`src/rtl/uart_tx_fifo.sv`:
```
// rtl/uart_tx_fifo.sv - FIFO-buffered UART transmitter (8N1/8N2 style framing)
// Words queue in a DEPTH-entry FIFO and are serialised back-to-back, LSB first.
module uart_tx_fifo #(
  parameter int N     = 8,
  parameter int STOP  = 0,
  parameter int DIV   = 434,
  parameter int DEPTH = 16
) (
  input  logic                     clk,
  input  logic                     nrst,
  input  logic                     wr,
  input  logic [N-1:0]             data,
  output logic                     q,
  output logic                     ready,
  output logic                     empty,
  output logic                     busy,
  output logic [$clog2(DEPTH):0]   level,
  output logic                     ovf
);

  localparam int AW = $clog2(DEPTH);
  localparam int CW = (DIV > 1) ? $clog2(DIV) : 1;
  localparam int BW = $clog2(N + 1);

  typedef enum logic [1:0] {IDLE, START, DATA, STOPB} state_t;

  state_t        state, state_d;
  logic [CW-1:0] cnt, cnt_d;
  logic [BW-1:0] bitn, bitn_d;
  logic [N-1:0]  sh, sh_d;
  logic          q_d;
  logic          bit_end;
  logic          push, pop;
  logic [AW:0]   level_d;
  logic [N-1:0]  mem [DEPTH];
  logic [AW-1:0] wptr, rptr;

  assign bit_end = (cnt == CW'(DIV - 1));

  always_comb begin
    push    = wr && ready;
    pop     = 1'b0;
    state_d = state;
    cnt_d   = bit_end ? '0 : cnt + CW'(1);
    bitn_d  = bitn;
    sh_d    = sh;
    case (state)
      IDLE: begin
        cnt_d = '0;
        if (!empty) begin
          pop     = 1'b1;
          state_d = START;
          bitn_d  = '0;
          sh_d    = mem[rptr];
        end
      end
      START: if (bit_end) state_d = DATA;
      DATA: if (bit_end) begin
        sh_d = sh >> 1;
        if (bitn == BW'(N - 1)) begin
          state_d = STOPB;
          bitn_d  = '0;
        end else begin
          bitn_d = bitn + BW'(1);
        end
      end
      STOPB: if (bit_end) begin
        // Back-to-back frames: pop the next word on the final stop-bit edge.
        if (bitn == BW'(STOP)) begin
          if (!empty) begin
            pop     = 1'b1;
            state_d = START;
            bitn_d  = '0;
            sh_d    = mem[rptr];
          end else begin
            state_d = IDLE;
          end
        end else begin
          bitn_d = bitn + BW'(1);
        end
      end
      default: state_d = IDLE;
    endcase
    level_d = level + (AW+1)'(push) - (AW+1)'(pop);
    case (state_d)
      START:   q_d = 1'b0;
      DATA:    q_d = sh_d[0];
      default: q_d = 1'b1;
    endcase
  end

  always_ff @(posedge clk or negedge nrst) begin
    if (!nrst) begin
      state <= IDLE;
      cnt   <= '0;
      bitn  <= '0;
      sh    <= '0;
      q     <= 1'b1;
      busy  <= 1'b0;
    end else begin
      state <= state_d;
      cnt   <= cnt_d;
      bitn  <= bitn_d;
      sh    <= sh_d;
      q     <= q_d;
      busy  <= (state_d != IDLE);
    end
  end

  always_ff @(posedge clk or negedge nrst) begin
    if (!nrst) begin
      wptr  <= '0;
      rptr  <= '0;
      level <= '0;
      ready <= 1'b1;
      empty <= 1'b1;
      ovf   <= 1'b0;
    end else begin
      if (push) wptr <= wptr + AW'(1);
      if (pop)  rptr <= rptr + AW'(1);
      level <= level_d;
      ready <= (level_d != (AW+1)'(DEPTH));
      empty <= (level_d == '0);
      if (wr && !ready) ovf <= 1'b1;
    end
  end

  always_ff @(posedge clk) begin
    if (push) mem[wptr] <= data;
  end

endmodule
```
`config.mk`:
```
export PLATFORM = sky130hd
export DESIGN_NAME = uart_tx_fifo
export DESIGN_NICKNAME = d
export VERILOG_FILES = /design/src/rtl/uart_tx_fifo.sv
export SDC_FILE = /design/constraint.sdc
export NUM_CORES = 1
export LEC_CHECK = 0
export BUFFER_PORTS_ARGS = -buffer_cell sky130_fd_sc_hd__buf_4
export CORE_UTILIZATION = 50
export DETAILED_ROUTE_END_ITERATION = 12
export PLACE_DENSITY = 0.68
export RECOVER_POWER = 100
export SYNTH_ARGS = -nofsm -noshare
export SYNTH_HDL_FRONTEND = slang
export SYNTH_SLANG_ARGS = --single-unit
```
`constraint.sdc`:
```
create_clock -name clk -period 6.3 [get_ports clk]
set_input_delay 0.315 -clock clk [delete_from_list [all_inputs] [get_ports clk]]
set_output_delay 0.315 -clock clk [all_outputs]
set_load 0.03 [all_outputs]
```
==> results.cfg <==
[clock_tree]
clock_latency_ns = 0.42
numCtsBuffers = 17
cts_tree = done
ctsLongestPathBuffers = 2
cts.sinks = 169
post_cts_resized = 0
clkSlewWorstSetupHoldPaths_ns = 0.06
cts_root_buffer = clkbuf_16
htreeDepth = 4

[die]
die_h_um = 123
dieArea_um2 = 15100
num_rows = 43
io_pins = 21
core_area_um2 = 14100
die_w_um = 123
start_util_pct = 52.0

[detailed_routing]
finalWirelength_um = 13500
drt-vias-per-instance = 5.95
drt-pass1-iter-count = 4
remaining_drc_errors = 0
drtAntennaViolNets = 0
first_iter_violations = 379
avgRoutedWirePerCell_um = 20.4
vias = 3937

[sta]
tns_ns = 0
finalMaxSlewViolations = 78
max_freq_ghz = 0.238
skew_ns = 0.00910
hold_viol = 0
finalSetupViolCount = 0
fin_hold_ws_ns = 0.118
fin_ws_ns = 2.10
worst_pin_slew_ns = 2.88
slew_headroom_pct = -91.7
period_share_pct = 66.6
rsz0062_at_grt = no
min_period_ns = 4.20

[final_layout]
area_delta_synth_final_pct = 10.9
drive_gt1_share_pct = 14.9
mostFrequentLayoutCells = 128 x edfxtp_1, 37 x dfrtp_1, 33 x mux4_2
final_common_cell = edfxtp_1
final_util_pct = 57.7
n_antenna_cell = 0
stdcell_count = 662
final_nets = 501
fin_area_um2 = 8130

[placement]
place.gp.congestion = 0.875
place_hpwl_um = 8850
port_buffers = 20
dp_cells = 629
placed_area_um2 = 7620
place_ws_ns = 3.11

[global_route]
grt_max_degree = 42
grt_pass1_wl_um = 21300
overflow = 0
track_usage_pct = 19.8
grt_antenna_before_repair = 0
grt_pass1_vias = 3942

[synth]
ys_seq_area_share_pct = 66.5
syn-cell-area_um2 = 7320
ys_warn_count = 0
ys_types = 61
syn_nets = 478
async_flop_share_pct = 24.3
ys_ff_latch = 169
syn_avg_cell_area_um2 = 16.4
ys.flop_type = edfxtp_1
synth_edf_count = 128
syn-instance-count = 446

[critical_path]
critical_path_class = register to register
timing.rr.end = sh[3]$_DFFE_PN0P_
arrival_ns = 4.50
worstSetupEndpointType = register
rr_worst_depth = 6
worstPathMaxFanout = 35
worst-endpoint-required_ns = 6.60
r2r_start = rptr[0]$_DFFE_PN0P_
start_kind = register
cp-startpoint = rptr[0]$_DFFE_PN0P_
reg2reg_slack_ns = 2.10

[hold_path]
hp-class = input pin to register
hold_start = wr
min_to = ovf$_DFFE_PN0P_
hold_depth = 2

[run]
drv_cap = 2

[power]
pwr-share-clk_pct = 36.1
power_density_nw_per_um2 = 349
swShare_pct = 25.9
p_leak_nw = 2.84
power.total_mw = 2.84
internal_power_mw = 2.10
power_frac_comb_pct = 14.1
power.switching_uw = 736
p_seq_share_pct = 49.8
ir_drop_uv = 281

[run_status]
outcome = complete, but fails checks
violations = capacitance limit, slew limit
[Yosys cell counts, drive strengths merged, types with 3 or more instances]
cell	number	area, um^2
dfstp	3	78.8
a21oi	8	43.8
inv	19	71.3
o2bb2a	6	60.1
a211oi	6	45.0
buf	10	65.1
a21o	6	45.0
and3	6	37.5
a31o	6	52.6
mux2i	3	30.0
nand2	15	56.3
o21ai	6	41.3
nor2b	5	31.3
nand3	6	30.0
ha	20	250
clkbuf	9	33.8
nand4	3	18.8
mux4	33	743
nor3b	3	22.5
nor3	16	96.4
dfrtp	38	951
a22o	8	70.1
xor2	4	35.0
a221oi	7	61.3
edfxtp	128	3840
and2	13	81.3
nor2	20	77.6
xnor2	13	114
[power groups by stage]
stage / Sequential [mW] / Combinational (mW) / Clock, mW
global route: 1.43 / 0.443 / 1.09
detailed placement: 1.43 / 0.429 / 0
floorplan: 1.46 / 0.250 / 0
CTS: 1.41 / 0.432 / 1.04
finish: 1.41 / 0.401 / 1.02
global placement: 1.43 / 0.414 / 0
[kinds of logic (layout without fill, tap and decap cells)]
| kind of cell | count (synthesis) | count (layout) | synth area share (%) |
|---|---|---|---|
| compound gates | 65 | 65 | 7.09 |
| simple gates | 98 | 98 | 7.47 |
| buf+inv | 38 | 74 | 2.32 |
| mux | 38 | 38 | 10.9 |
| fa+ha+maj | 21 | 21 | 3.69 |
| flops | 169 | 169 | 66.5 |
| xor+xnor | 17 | 17 | 2.03 |
[sequential cells by signal (all words and copies together) (netlist names), 2 cells and up]
| register | flops |
|---|---|
| mem | 128 |
| cnt | 9 |
| sh | 8 |
| level | 5 |
| bitn | 4 |
| rptr | 4 |
| wptr | 4 |
| state | 2 |
[worst max path at each step]
stage | slack [ns] | end | depth (start not counted)
after floorplan | 3.56 | empty$_DFF_PN1_ | 11
after CTS | 3.11 | empty$_DFF_PN1_ | 10
after global routing | 1.60 | sh[2]$_DFFE_PN0P_ | 6
after detailed placement | 3.11 | empty$_DFF_PN1_ | 10
after global placement | 3.27 | empty$_DFF_PN1_ | 11
final | 2.10 | sh[3]$_DFFE_PN0P_ | 6
[metal layers]
metal	track usage (%)	wire [um]
met2	31.7	6880
met4	7.98	218
met1	26.5	5960
met3	4.29	428
met5	0	0
[area by class of cell]
type	count	area (um^2)
clock buffers	18	429
fillers	1074	5970
flip-flops and latches	169	4870
clock inverters	14	155
repair buffers	23	104
inverters	19	71.3
well taps	180	225
multi-input cells	239	2270
[repair_timing]
action | in CTS | in global routing
hold endpoints to repair | 38 | 0
setup endpoints to repair | 0 | 0
buffers inserted | 0 | 0
hold buffers | 1 | 0
[worst max-delay path, stage by stage (launching register included)]
cell      delay [ns]
dfrtp_2         0.33
clkbuf_1        2.03
mux4_2          0.71
a22o_1          0.30
a221oi_1        0.27
a31o_1          0.19
o2bb2a_1        0.22
No activity file was read; power rests on OpenSTA's default activity.
